**src/rtl/bcd_pkg.sv**
```systemverilog
// bcd_pkg
//   Shared definitions for the digit-serial BCD adder slice: the width of one
//   BCD digit, the controller state encoding and a digit validity helper.
//   No ports; imported by bcd_digit_add and bcd_serial_add_ctrl.
package bcd_pkg;

  localparam int BCD_W = 4;

  typedef enum logic [1:0] {
    S_IDLE = 2'd0,
    S_RUN  = 2'd1,
    S_DONE = 2'd2
  } state_t;

  // A nibble is a legal BCD digit when it holds 0..9.
  function automatic logic is_bcd(input logic [BCD_W-1:0] d);
    return (d <= BCD_W'(9));
  endfunction

endpackage

```
**src/rtl/bcd_digit_add.sv**
```systemverilog
// bcd_digit_add
//   Combinational single-digit BCD adder: binary add of two digits plus a
//   carry-in, followed by the +6 decimal correction whenever the binary sum
//   exceeds 9.
// Ports
//   a, b  in   BCD_W  operand digits (0..9 for a meaningful result)
//   cin   in   1      carry from the less significant digit
//   f     out  BCD_W  result digit
//   cout  out  1      carry into the next digit
module bcd_digit_add
  import bcd_pkg::*;
(
  input  logic [BCD_W-1:0] a,
  input  logic [BCD_W-1:0] b,
  input  logic             cin,
  output logic [BCD_W-1:0] f,
  output logic             cout
);

  logic [BCD_W:0] raw;
  logic [BCD_W:0] adj;

  // Max legal raw sum is 9+9+1=19; after +6 that is 25, still inside 5 bits,
  // so the corrected value's top bit is the decimal carry.
  always_comb begin
    raw = {1'b0, a} + {1'b0, b} + {{BCD_W{1'b0}}, cin};
    adj = raw;
    if (raw > (BCD_W+1)'(9)) begin
      adj = raw + (BCD_W+1)'(6);
    end
    cout = adj[BCD_W];
    f    = adj[BCD_W-1:0];
  end

endmodule

```
**src/rtl/bcd_serial_add_ctrl.sv**
```systemverilog
// bcd_serial_add_ctrl
//   Digit-serial sequencer for NDIG-digit packed-BCD addition. One shared
//   bcd_digit_add is stepped LSD first, one digit per clock. Operands arrive
//   and the (NDIG+1)-digit sum leaves over valid/ready handshakes.
// Ports
//   clk        in   1          clock, all state on the rising edge
//   rst        in   1          asynchronous active-high reset
//   in_valid   in   1          operand pair valid
//   in_ready   out  1          controller idle and able to accept operands
//   a, b       in   4*NDIG     packed BCD operands, digit 0 in bits [3:0]
//   out_valid  out  1          result valid, held until out_ready
//   out_ready  in   1          sink takes the result
//   sum        out  4*NDIG+4   packed BCD sum, top digit is the final carry
//   err        out  1          some operand digit was above 9 (sum forced to 0)
//   busy       out  1          controller is not idle
module bcd_serial_add_ctrl
  import bcd_pkg::*;
#(
  parameter int NDIG = 4
) (
  input  logic                    clk,
  input  logic                    rst,
  input  logic                    in_valid,
  output logic                    in_ready,
  input  logic [BCD_W*NDIG-1:0]   a,
  input  logic [BCD_W*NDIG-1:0]   b,
  output logic                    out_valid,
  input  logic                    out_ready,
  output logic [BCD_W*NDIG+3:0]   sum,
  output logic                    err,
  output logic                    busy
);

  localparam int W     = BCD_W * NDIG;
  localparam int IDX_W = (NDIG > 1) ? $clog2(NDIG) : 1;

  state_t state;
  state_t next_state;

  logic [W-1:0]           a_sh;
  logic [W-1:0]           b_sh;
  logic [W-BCD_W-1:0]     acc;
  logic [W+BCD_W-1:0]     sum_reg;
  logic                   carry;
  logic [IDX_W-1:0]       idx;
  logic                   err_reg;

  logic                   in_err;
  logic                   last_digit;
  logic [BCD_W-1:0]       d_f;
  logic                   d_c;

  // Operands are shifted right each RUN cycle, so the digit under work is
  // always the bottom nibble of the shift registers.
  bcd_digit_add u_digit_add (
    .a    (a_sh[BCD_W-1:0]),
    .b    (b_sh[BCD_W-1:0]),
    .cin  (carry),
    .f    (d_f),
    .cout (d_c)
  );

  assign last_digit = (idx == IDX_W'(NDIG - 1));

  // Flag the operand pair if any digit of either operand is not 0..9.
  always_comb begin
    in_err = 1'b0;
    for (int i = 0; i < NDIG; i++) begin
      if (!is_bcd(a[i*BCD_W +: BCD_W]) || !is_bcd(b[i*BCD_W +: BCD_W])) begin
        in_err = 1'b1;
      end
    end
  end

  // State register.
  always_ff @(posedge clk or posedge rst) begin
    if (rst) begin
      state <= S_IDLE;
    end else begin
      state <= next_state;
    end
  end

  // Next-state and handshake outputs. The output handshake returns to IDLE,
  // so a new operand can only be accepted the cycle after it.
  always_comb begin
    next_state = state;
    in_ready   = 1'b0;
    out_valid  = 1'b0;
    busy       = 1'b1;
    case (state)
      S_IDLE: begin
        in_ready = 1'b1;
        busy     = 1'b0;
        if (in_valid) begin
          next_state = S_RUN;
        end
      end
      S_RUN: begin
        if (last_digit) begin
          next_state = S_DONE;
        end
      end
      S_DONE: begin
        out_valid = 1'b1;
        if (out_ready) begin
          next_state = S_IDLE;
        end
      end
      default: begin
        next_state = S_IDLE;
      end
    endcase
  end

  // Datapath. Result digits are collected in acc while running; the visible
  // sum register is cleared on accept and written only on the final digit,
  // so a partial sum never reaches the output.
  always_ff @(posedge clk or posedge rst) begin
    if (rst) begin
      a_sh    <= '0;
      b_sh    <= '0;
      acc     <= '0;
      sum_reg <= '0;
      carry   <= 1'b0;
      idx     <= '0;
      err_reg <= 1'b0;
    end else begin
      case (state)
        S_IDLE: begin
          if (in_valid) begin
            a_sh    <= a;
            b_sh    <= b;
            acc     <= '0;
            sum_reg <= '0;
            carry   <= 1'b0;
            idx     <= '0;
            err_reg <= in_err;
          end
        end
        S_RUN: begin
          a_sh  <= a_sh >> BCD_W;
          b_sh  <= b_sh >> BCD_W;
          carry <= d_c;
          for (int i = 0; i < NDIG - 1; i++) begin
            if (idx == IDX_W'(i)) begin
              acc[i*BCD_W +: BCD_W] <= d_f;
            end
          end
          if (last_digit) begin
            if (err_reg) begin
              sum_reg <= '0;
            end else begin
              sum_reg <= {{(BCD_W-1){1'b0}}, d_c, d_f, acc};
            end
          end else begin
            idx <= idx + IDX_W'(1);
          end
        end
        default: begin
        end
      endcase
    end
  end

  assign sum = sum_reg;
  assign err = err_reg;

endmodule

```
**config.mk**
```make
export PLATFORM = sky130hd
export DESIGN_NAME = bcd_serial_add_ctrl
export DESIGN_NICKNAME = d
export VERILOG_FILES = /design/src/rtl/bcd_pkg.sv /design/src/rtl/bcd_digit_add.sv /design/src/rtl/bcd_serial_add_ctrl.sv
export SDC_FILE = /design/constraint.sdc
export NUM_CORES = 1
export LEC_CHECK = 0
export BUFFER_PORTS_ARGS = -buffer_cell sky130_fd_sc_hd__buf_2
export CAP_MARGIN = 15
export CORE_MARGIN = 2
export CORE_UTILIZATION = 55
export DETAILED_ROUTE_END_ITERATION = 12
export GPL_ROUTABILITY_DRIVEN = 0
export PLACE_DENSITY = 0.88
export SLEW_MARGIN = 20
export SYNTH_ARGS = -nofsm -noshare
export SYNTH_HDL_FRONTEND = slang
export SYNTH_SLANG_ARGS = --single-unit
export TNS_END_PERCENT = 10
```
**constraint.sdc**
```tcl
create_clock -name clk -period 3.65 [get_ports clk]
set_input_delay 0.365 -clock clk [delete_from_list [all_inputs] [get_ports clk]]
set_output_delay 0.365 -clock clk [all_outputs]
set_load 0.1 [all_outputs]
```
* After elaboration in Yosys (flattened, before gate mapping)
Index checks and enable logic that the tools add are counted.
Widths: inputs -> output; s select.
** Storage, ports and cells
- Flip-flop bits (word level) :: 70
- Output and inout bits :: 24
** Cells by class
- Add/sub/neg operators :: 4
- Order comparisons :: 9
- Equality and inequality tests :: 12
- Muxes and demuxes :: 30
- Reduce and logical (&&, ||, !) cells :: 23
** Operators by type and width (count)
- $pmux 16 s2 :: 2
- $mux 20 :: 2
- $pmux 20 s2 :: 1
- $le 4x4->1 const B :: 8
- $mux 16 :: 2
- $pmux 12 s2 :: 1
- $reduce_and 3->1 :: 6
- $mux 17 :: 1
- $ne 2x2->1 const B :: 7
- $mux 12 :: 1
- $mux 4 :: 3
- $mux 2 :: 5
- $logic_not 1->1 :: 8
- $mux 1 :: 8
- $eq 2x2->1 const B :: 3
- $pmux 2 s3 :: 1
- $add 4x4->5 :: 1
- $add 5x1->5 :: 1
- $add 5x3->5 const B :: 1
- $gt 5x4->1 const B :: 1
- $mux 5 :: 1
- $eq 2x1->1 const B :: 2
- $logic_not 2->1 :: 2
- $logic_or 1x1->1 :: 4
- 5 further kinds :: 6

* Depth between registers and ports, before layout
Gate-level depths: netlist of run 1.
- Depth after elaboration :: 7
- Gate-level depth with buffers :: 10

* By module
From an unflattened synthesis of run 1, not the netlist that was laid out.
** Unflattened totals
- Cells, all modules :: 313
- Area total of the unflattened synthesis :: 3409.5 um^2
** By module, submodules not included
- bcd_serial_add_ctrl :: times used 1, cells each 287, area each 3160.5 um^2, sequential area each 1676.6 um^2
- bcd_digit_add :: times used 1, cells each 26, area each 249.0 um^2, sequential area each 0.0 um^2

* Least setup slack after synthesis of run 1
Ideal clock, no wire load.
- Path kind :: register -> output
- Start point :: register state[1]
- End point :: output busy
- Arrival time :: 2.724 ns
- Required time :: 3.285 ns
- Setup slack :: 0.561 ns
- Stages on the path, launching flop included :: 3
- Path buffers :: 0
- Cell sequence :: dfrtp_1 nor2_1 inv_1
** On the way
- Cells in the longest elaborated chain, start to end :: 2
** RTL lines
- start, declared :: RTL line bcd_serial_add_ctrl.sv:37 : state_t state;
- start signal, assigned :: RTL line bcd_serial_add_ctrl.sv:80 : state <= next_state;
- $logic_not 2->1 :: RTL line bcd_serial_add_ctrl.sv:91 : case (state)
- $mux 1 :: RTL line bcd_serial_add_ctrl.sv:91
- end, declared :: RTL line bcd_serial_add_ctrl.sv:31 : output logic busy
No other way between the ends.

* Worst setup path in the final report of run 1
- Start point :: register a_sh[0]
- End point :: register acc[6]
** On the way
- Cells in the longest elaborated chain, start to end :: 6
- Elaborated cells between the ends (all ways) :: 7
- Those cells by class :: 3 x add/sub; 1 x order compare; 3 x mux
** RTL lines
- start, declared :: RTL line bcd_serial_add_ctrl.sv:40 : logic [W-1:0] a_sh;
- start signal, assigned :: RTL line bcd_serial_add_ctrl.sv:142 : a_sh <= a_sh >> BCD_W;
- $add 4x4->5 (*) :: RTL line bcd_digit_add.sv:26 : raw = {1'b0, a} + {1'b0, b} + {{BCD_W{1'b0}}, cin};
- $add 5x1->5 (*) :: RTL line bcd_digit_add.sv:26
- $add 5x3->5 / $gt 5x4->1 (equally long branches) :: RTL line bcd_digit_add.sv:29, bcd_digit_add.sv:28
- $mux 5 (*) :: RTL line bcd_digit_add.sv:28 : if (raw > (BCD_W+1)'(9)) begin
- $mux 4 (*) :: RTL line bcd_serial_add_ctrl.sv:146 : if (idx == IDX_W'(i)) begin
- $pmux 12 s2 (*) :: RTL line bcd_serial_add_ctrl.sv:129 : case (state)
- end signal, assigned :: RTL line bcd_serial_add_ctrl.sv:123 : acc <= '0;
- end signal, assigned :: RTL line bcd_serial_add_ctrl.sv:134 : acc <= '0;
- end signal, assigned by index :: RTL line bcd_serial_add_ctrl.sv:147 : acc[i*BCD_W +: BCD_W] <= d_f;
- end, declared :: RTL line bcd_serial_add_ctrl.sv:42 : logic [W-BCD_W-1:0] acc;
Mark *: on every way between the ends. The rest lies on a longest branch, timed or not. The select of a mux whose other input is x is not followed.
A chain may end at the register's enable or synchronous reset.

==> reports/results.txt, run 1 <==
Top cells by count, synth: 67 x dfrtp_1, 51 x o21ai_0, 38 x nand2_1
IO Count: 60
Routed length per instance: 15.7 um
Slowest CP cell: fa_1
Yosys cell types: 40
Hold Buf Count CTS: 0
Insertion delay to the later sink of the worst-skew pair: 0.34 ns
Multi-input gate area: 1410 um2
Max incr delay on CP: 0.47 ns
CP Data Arrival Time: 3.34 ns
Post-DRT Antenna Nets: 0
Cell family with most CP delay: adder cells
Root Driver: clkbuf_8
Sequential fraction of the synthesis area: 52.6%
Async set-reset flop share out of synthesis: 100%
TritonCTS clock tree: done
ANT cells: 0
Setup_tns: 0 ns
CTS buffer count: 9
Post-synth top area share: 52.6%
Vias in the first global route: 2445
Met1 Routed Length: 2970 um
CTS sink cnt: 67
DIE WIDTH: 80.1 um
Number of detailed-route iterations in the first pass: 4
CP startpoint kind: flip-flop
Post-Layout Inst Area: 3700 um2
Peak Freq: 320 MHz
# Post-CTS Setup Buffers: 0
Post-synth EDFFs: 0
Global-route wire length before repair: 11300 um
Final Hold Viols: 0
Final setup fails: 0
Worst Path Max Fanout: 4
Largest net degree at the start of global routing: 58
Crit Path Category: reg -> reg
Syn Area/Cell: 10.7 um2
Outcome: finished, final reports clean
Worst Setup Slack, final: 0.523 ns
DRT Wirelength: 6730 um
Fin. max-slew vios: 0
Clock-pin slew on the worst setup and hold paths: 0.07 ns
Top post-synthesis cells by area: dfrtp_1 53%, mux2i_1 8.2%, o21ai_0 8.0%, a22o_1 5.8%, nand2_1 4.5%
Max H-tree Level: 3
HP Class: in -> async
Grt ovf: 0
Initial core utilization: 57.5%
Vias per cell: 5.67
Period utilization: 85.7%
DR vias: 2439
Top Layer Used: met4
RSZ-0062 raised after global routing: false
Final Hold Slack: 0.148 ns
Max FFs per register: 17
Yosys warns: 0
Post-Synthesis Cell Area: 3190 um2
Total GRT Usage: 23.2%
DIE HEIGHT: 80.1 um
Final net count: 399
Die ar.: 6420 um2
PortBufs: 56
# fillers: 468
Core footprint: 5540 um2
Met3 wire len: 333 um
Post-cts gate resize count: 0
Register area: 1680 um2
Area delta synth->final: 16.1%
Synth Register Bits: 67
Final min period: 3.13 ns
Most used cell, CP: fa_1
Largest area contributor in the synthesized netlist: dfrtp_1
Hpwl dp: 4980 um
Max-cap violations: 0
Most frequent cell after synthesis: dfrtp_1
Share of cells above drive strength 1: 24.0%
Initial antenna violation count: 0
CP required: 3.87 ns
Slew Limit Headroom: 30.4%
Residual DRC: 0
Critical path, cell by cell: fa_1 -> fa_1 -> xor2_1 -> inv_1 -> ha_1 -> or2b_1 -> and4_2 -> nor2_1 -> mux2i_1 -> o21ai_0
Clock skew: 0.00801 ns
Reg2Reg Depth: 10
# rows: 27
Synth Flop Type: dfrtp_1
DP Area: 3500 um2
Buf/Inv on CP: 1
Slew @ Worst Pin: 1.04 ns
Dpl ws: 0.538 ns
Crit end category: flip-flop
Cell count after synthesis: 299
CP Depth: 10
Drt first-iter violations: 165
DR WL met2: 3320 um
CTS Buffer Depth: 2
[layout by cell type, fill, tap and decap left out, types with 2 or more instances in the layout]
master,count
a21oi_1,2
nand2b_1,3
nand2_1,38
nand3_1,13
o21ai_1,2
ha_1,8
clkinv_2,4
dfrtp_1,67
a21o_1,2
a22o_1,21
mux2i_1,26
a22oi_1,2
inv_1,6
fa_1,2
nor3_1,2
nand4_1,2
clkbuf_8,10
buf_2,56
nor2b_1,3
o21ai_0,51
conb_1,3
buf_4,3
nor2_1,11
[logic make-up (layout without fill, tap and decap cells)]
family                   count (synthesis)  after routing  share of synthesized area (%)
AO/OA/AOI/OAI                           90             90                           18.6
AND/OR/NAND/NOR                         77             77                           11.1
flip-flops                              67             67                           52.6
multiplexers                            27             27                           8.52
buffers and inverters                   25             82                           3.81
adder cells (fa/ha/maj)                 10             10                           4.40
XOR/XNOR                                 2              2                          0.786
other                                    1              3                          0.118
[final cells by class]
| cell class | instances | area share (%) |
|---|---|---|
| Timing Repair Buffer | 59 | 8.19 |
| Clock buffer | 11 | 3.82 |
| Multi-Input combinational cell | 209 | 38.0 |
| Inverter | 7 | 0.745 |
| Clock inverter | 5 | 1.42 |
| Tap cell | 72 | 2.44 |
| Sequential cell | 67 | 45.3 |
[per-stage QoR]
step | util [%] | std cells
CTS | 66.7 | 430
global placement | 63.2 | 414
global route | 66.7 | 430
detailed placement | 63.2 | 414
finish | 66.7 | 430
floorplan | - | 301
[path summary, 6_finish.rpt]
check	slack, ns	to	from
setup / recovery	0.52	acc[6]	a_sh[0]
hold / removal	0.15	a_sh[14]	rst
setup reg to reg	0.52	acc[6]	a_sh[0]
hold reg to reg	0.48	a_sh[10]	a_sh[10]
max in group asynchronous	2.76	b_sh[3]	rst
min in group clk	0.23	b_sh[12]	b[12]
[routing by layer]
| metal | vias to the layer above | global-route usage (%) |
|---|---|---|
| met5 | - | 0 |
| li1 | 1173 | - |
| met2 | 76 | 37.6 |
| met1 | 1180 | 29.7 |
| met3 | 10 | 5.28 |
| met4 | 0 | 10.8 |
Power of run 1 is left out: the tool's default activity adds up to more than one toggle a clock period on the data nets, which glitch-free logic cannot reach.
==> inputs of run 2 (changes only) <==
- CORE_UTILIZATION: 55 -> 27
- PLACE_DENSITY: 0.88 -> 0.53
- SYNTH_HIERARCHICAL: default -> 1
==> run 2 against run 1 <==
Effect of this change: design area increased by 11%; sequential share of layout area decreased by 4.6 points; cell count increased by 27%; critical path depth unchanged; die area increased by 110%; routed wire length increased by 8.2%; non-clock buffer count increased by 2; synthesized area increased by 7.0%; critical path type unchanged; largest cell class unchanged.
==> reports/results.txt, run 2 <==
Final net count: 414 (+3.8%)
P per Cell Area: 1020 nW/um2
Worst Path Max Fanout: 4 (unchanged)
Hold Buf Count CTS: 0 (unchanged)
Grt ovf: 0 (unchanged)
RSZ-0062 raised after global routing: false
Final core occ: 33.0% (-34 points)
# placed instances: 529 (+28%)
Vias per cell: 4.39 (-23%)
Worst Setup Slack, final: 0.468 ns (-0.0549 ns)
Post-Synthesis Cell Area: 3410 um2 (+7.0%)
Initial core utilization: 27.4% (-30 points)
Global-route wire length before repair: 12300 um (+8.9%)
Yosys cell types: 39 (-2.5%)
# fillers: 1285 (+170%)
CP startpoint kind: flip-flop
Final min period: 3.18 ns (+0.0549 ns)
Largest area contributor in the synthesized netlist: dfrtp_1
Post-synth top area share: 49.2% (-3.5 points)
Post-DRT Antenna Nets: 0 (unchanged)
Yosys warns: 6 (+6)
Initial antenna violation count: 1 (+1)
Clock skew: 0.00696 ns (-0.00105 ns)
Fin. max-slew vios: 0 (unchanged)
Slew Limit Headroom: 39.1% (+8.8 points)
Final Hold Slack: 0.144 ns (-0.00400 ns)
CTS buffer count: 9 (unchanged)
HP Class: in -> async
Most frequent cells in the layout: 67 x dfrtp_1, 56 x buf_2, 43 x nand2_1, 43 x mux2i_1, 35 x o21ai_0
Max FFs per register: 17 (unchanged)
Peak VDD IR: 367 uV
Cell family with most CP delay: adder cells
Vias in the first global route: 2399 (-1.9%)
Final Hold Viols: 0 (unchanged)
Most frequent cell after synthesis: dfrtp_1
CTS sink cnt: 67 (unchanged)
CP Data Arrival Time: 3.44 ns (+0.10 ns)
Post-synth EDFFs: 0 (unchanged)
Max incr delay on CP: 0.47 ns (about the same)
Die ar.: 13500 um2 (+110%)
Async set-reset flop share out of synthesis: 100% (unchanged)
Final setup fails: 0 (unchanged)
TritonCTS clock tree: done
# rows: 41 (+52%)
Drt first-iter violations: 63 (-62%)
Top post-synthesis cells by area: dfrtp_1 49%, mux2i_1 13%, a22o_1 8.2%, o21ai_0 5.1%, nand2_1 4.7%
Syn Area/Cell: 10.9 um2 (+2.2%)
Buf/Inv on CP: 0 (-1)
Max-cap violations: 0 (unchanged)
Synth Register Bits: 67 (unchanged)
Routed length per instance: 13.3 um (-15%)
DRT Wirelength: 7280 um (+8.2%)
DR vias: 2397 (-1.7%)
Cell count after synthesis: 313 (+4.7%)
Dpl ws: 0.493 ns (-0.0448 ns)
Crit Path Category: reg -> reg
Pleak: 1.96 nW
Layout Cells excl Fill: 546 (+27%)
Max H-tree Level: 3 (unchanged)
Largest net degree at the start of global routing: 43 (-26%)
CTS Buffer Depth: 2 (unchanged)
Slew @ Worst Pin: 0.911 ns (-0.131 ns)
Share of cells above drive strength 1: 23.1% (-0.97 points)
Slowest CP cell: fa_1
# Post-CTS Setup Buffers: 0 (unchanged)
DIE HEIGHT: 116 um (+45%)
Setup_tns: 0 ns (unchanged)
Insertion delay to the later sink of the worst-skew pair: 0.33 ns (about the same)
Synth Flop Type: dfrtp_1
Peak Freq: 314 MHz (-1.7%)
Clock-pin slew on the worst setup and hold paths: 0.05 ns (-0.02 ns)
Critical path, cell by cell: fa_1 -> fa_1 -> xnor2_1 -> ha_1 -> nor2b_1 -> a31o_2 -> o31ai_4 -> mux2i_1 -> a22o_1 -> a22o_1
Post-Layout Inst Area: 4120 um2 (+11%)
Tot Pwr: 4.20 mW
IO Count: 60 (unchanged)
Crit end category: flip-flop
Top cells by count, synth: 67 x dfrtp_1, 43 x mux2i_1, 43 x nand2_1
Area delta synth->final: 20.7%
Total GRT Usage: 11.7% (-12 points)
Post-cts gate resize count: 0 (unchanged)
Period utilization: 87.2% (+1.5 points)
PortBufs: 56 (unchanged)
Root Driver: clkbuf_16
Commonest non-fill, non-tap cell in the layout: dfrtp_1
Sequential fraction of the synthesis area: 49.2% (-3.5 points)
DP Area: 3810 um2 (+8.9%)
Core footprint: 12500 um2 (+130%)
Outcome: finished, final reports clean
Number of detailed-route iterations in the first pass: 4 (unchanged)
DIE WIDTH: 116 um (+45%)
Hpwl dp: 5240 um (+5.3%)
Residual DRC: 0 (unchanged)
CP required: 3.91 ns (+0.04 ns)
[run 2: kinds of logic (layout without fill, tap and decap cells)]
logic type                 count (synthesis)  count (layout)  share of synthesized area [%]
AOI/OAI and AO/OA                         82              82                           17.5
xor gates and xnor gates                   2               2                          0.514
adders and majority gates                 10              10                           4.11
buffers and inverters                     46             104                           7.19
DFF                                       67              67                           49.2
muxes                                     43              43                           12.6
other                                      1               4                          0.110
and+or+nand+nor                           62              62                           8.81
[run 2: final cells by class]
type / count / area (um2) / share of cell area [%]
Antenna cell: 1 / 2.50 / 0.0608
Clock buffer: 13 / 280 / 6.81
Clock inverter: 3 / 20.0 / 0.486
Inverter: 27 / 101 / 2.46
Multi-Input combinational cell: 202 / 1500 / 36.5
Sequential cell: 67 / 1680 / 40.7
Tap cell: 172 / 215 / 5.23
Timing Repair Buffer: 61 / 318 / 7.72
[run 2: final timing paths]
kind	startpoint	end	slack, ns	cells after the start
setup / recovery	a_sh[0]	acc[2]	0.47	10
max in group asynchronous	rst	a_sh[8]	2.57	3
setup reg to reg	a_sh[0]	acc[2]	0.47	10
hold / removal	rst	sum[13]	0.14	2
hold reg to reg	b_sh[5]	b_sh[5]	0.48	2
min in group clk	b[12]	b_sh[12]	0.26	2
[run 2: per-layer routing]
layer	share of wire, %	GRT usage, %	vias to the layer above
li1	-	-	1199
met1	49	16.2	1125
met2	43	17.2	66
met3	6.4	4.31	7
met4	0.87	3.33	0
met5	0	0	-
[run 2: power by group]
part           switching, mW  internal [mW]
Combinational           1.29          0.875
Sequential             0.200          0.993
Clock                  0.311          0.532
(Power assumes the default switching activity.)
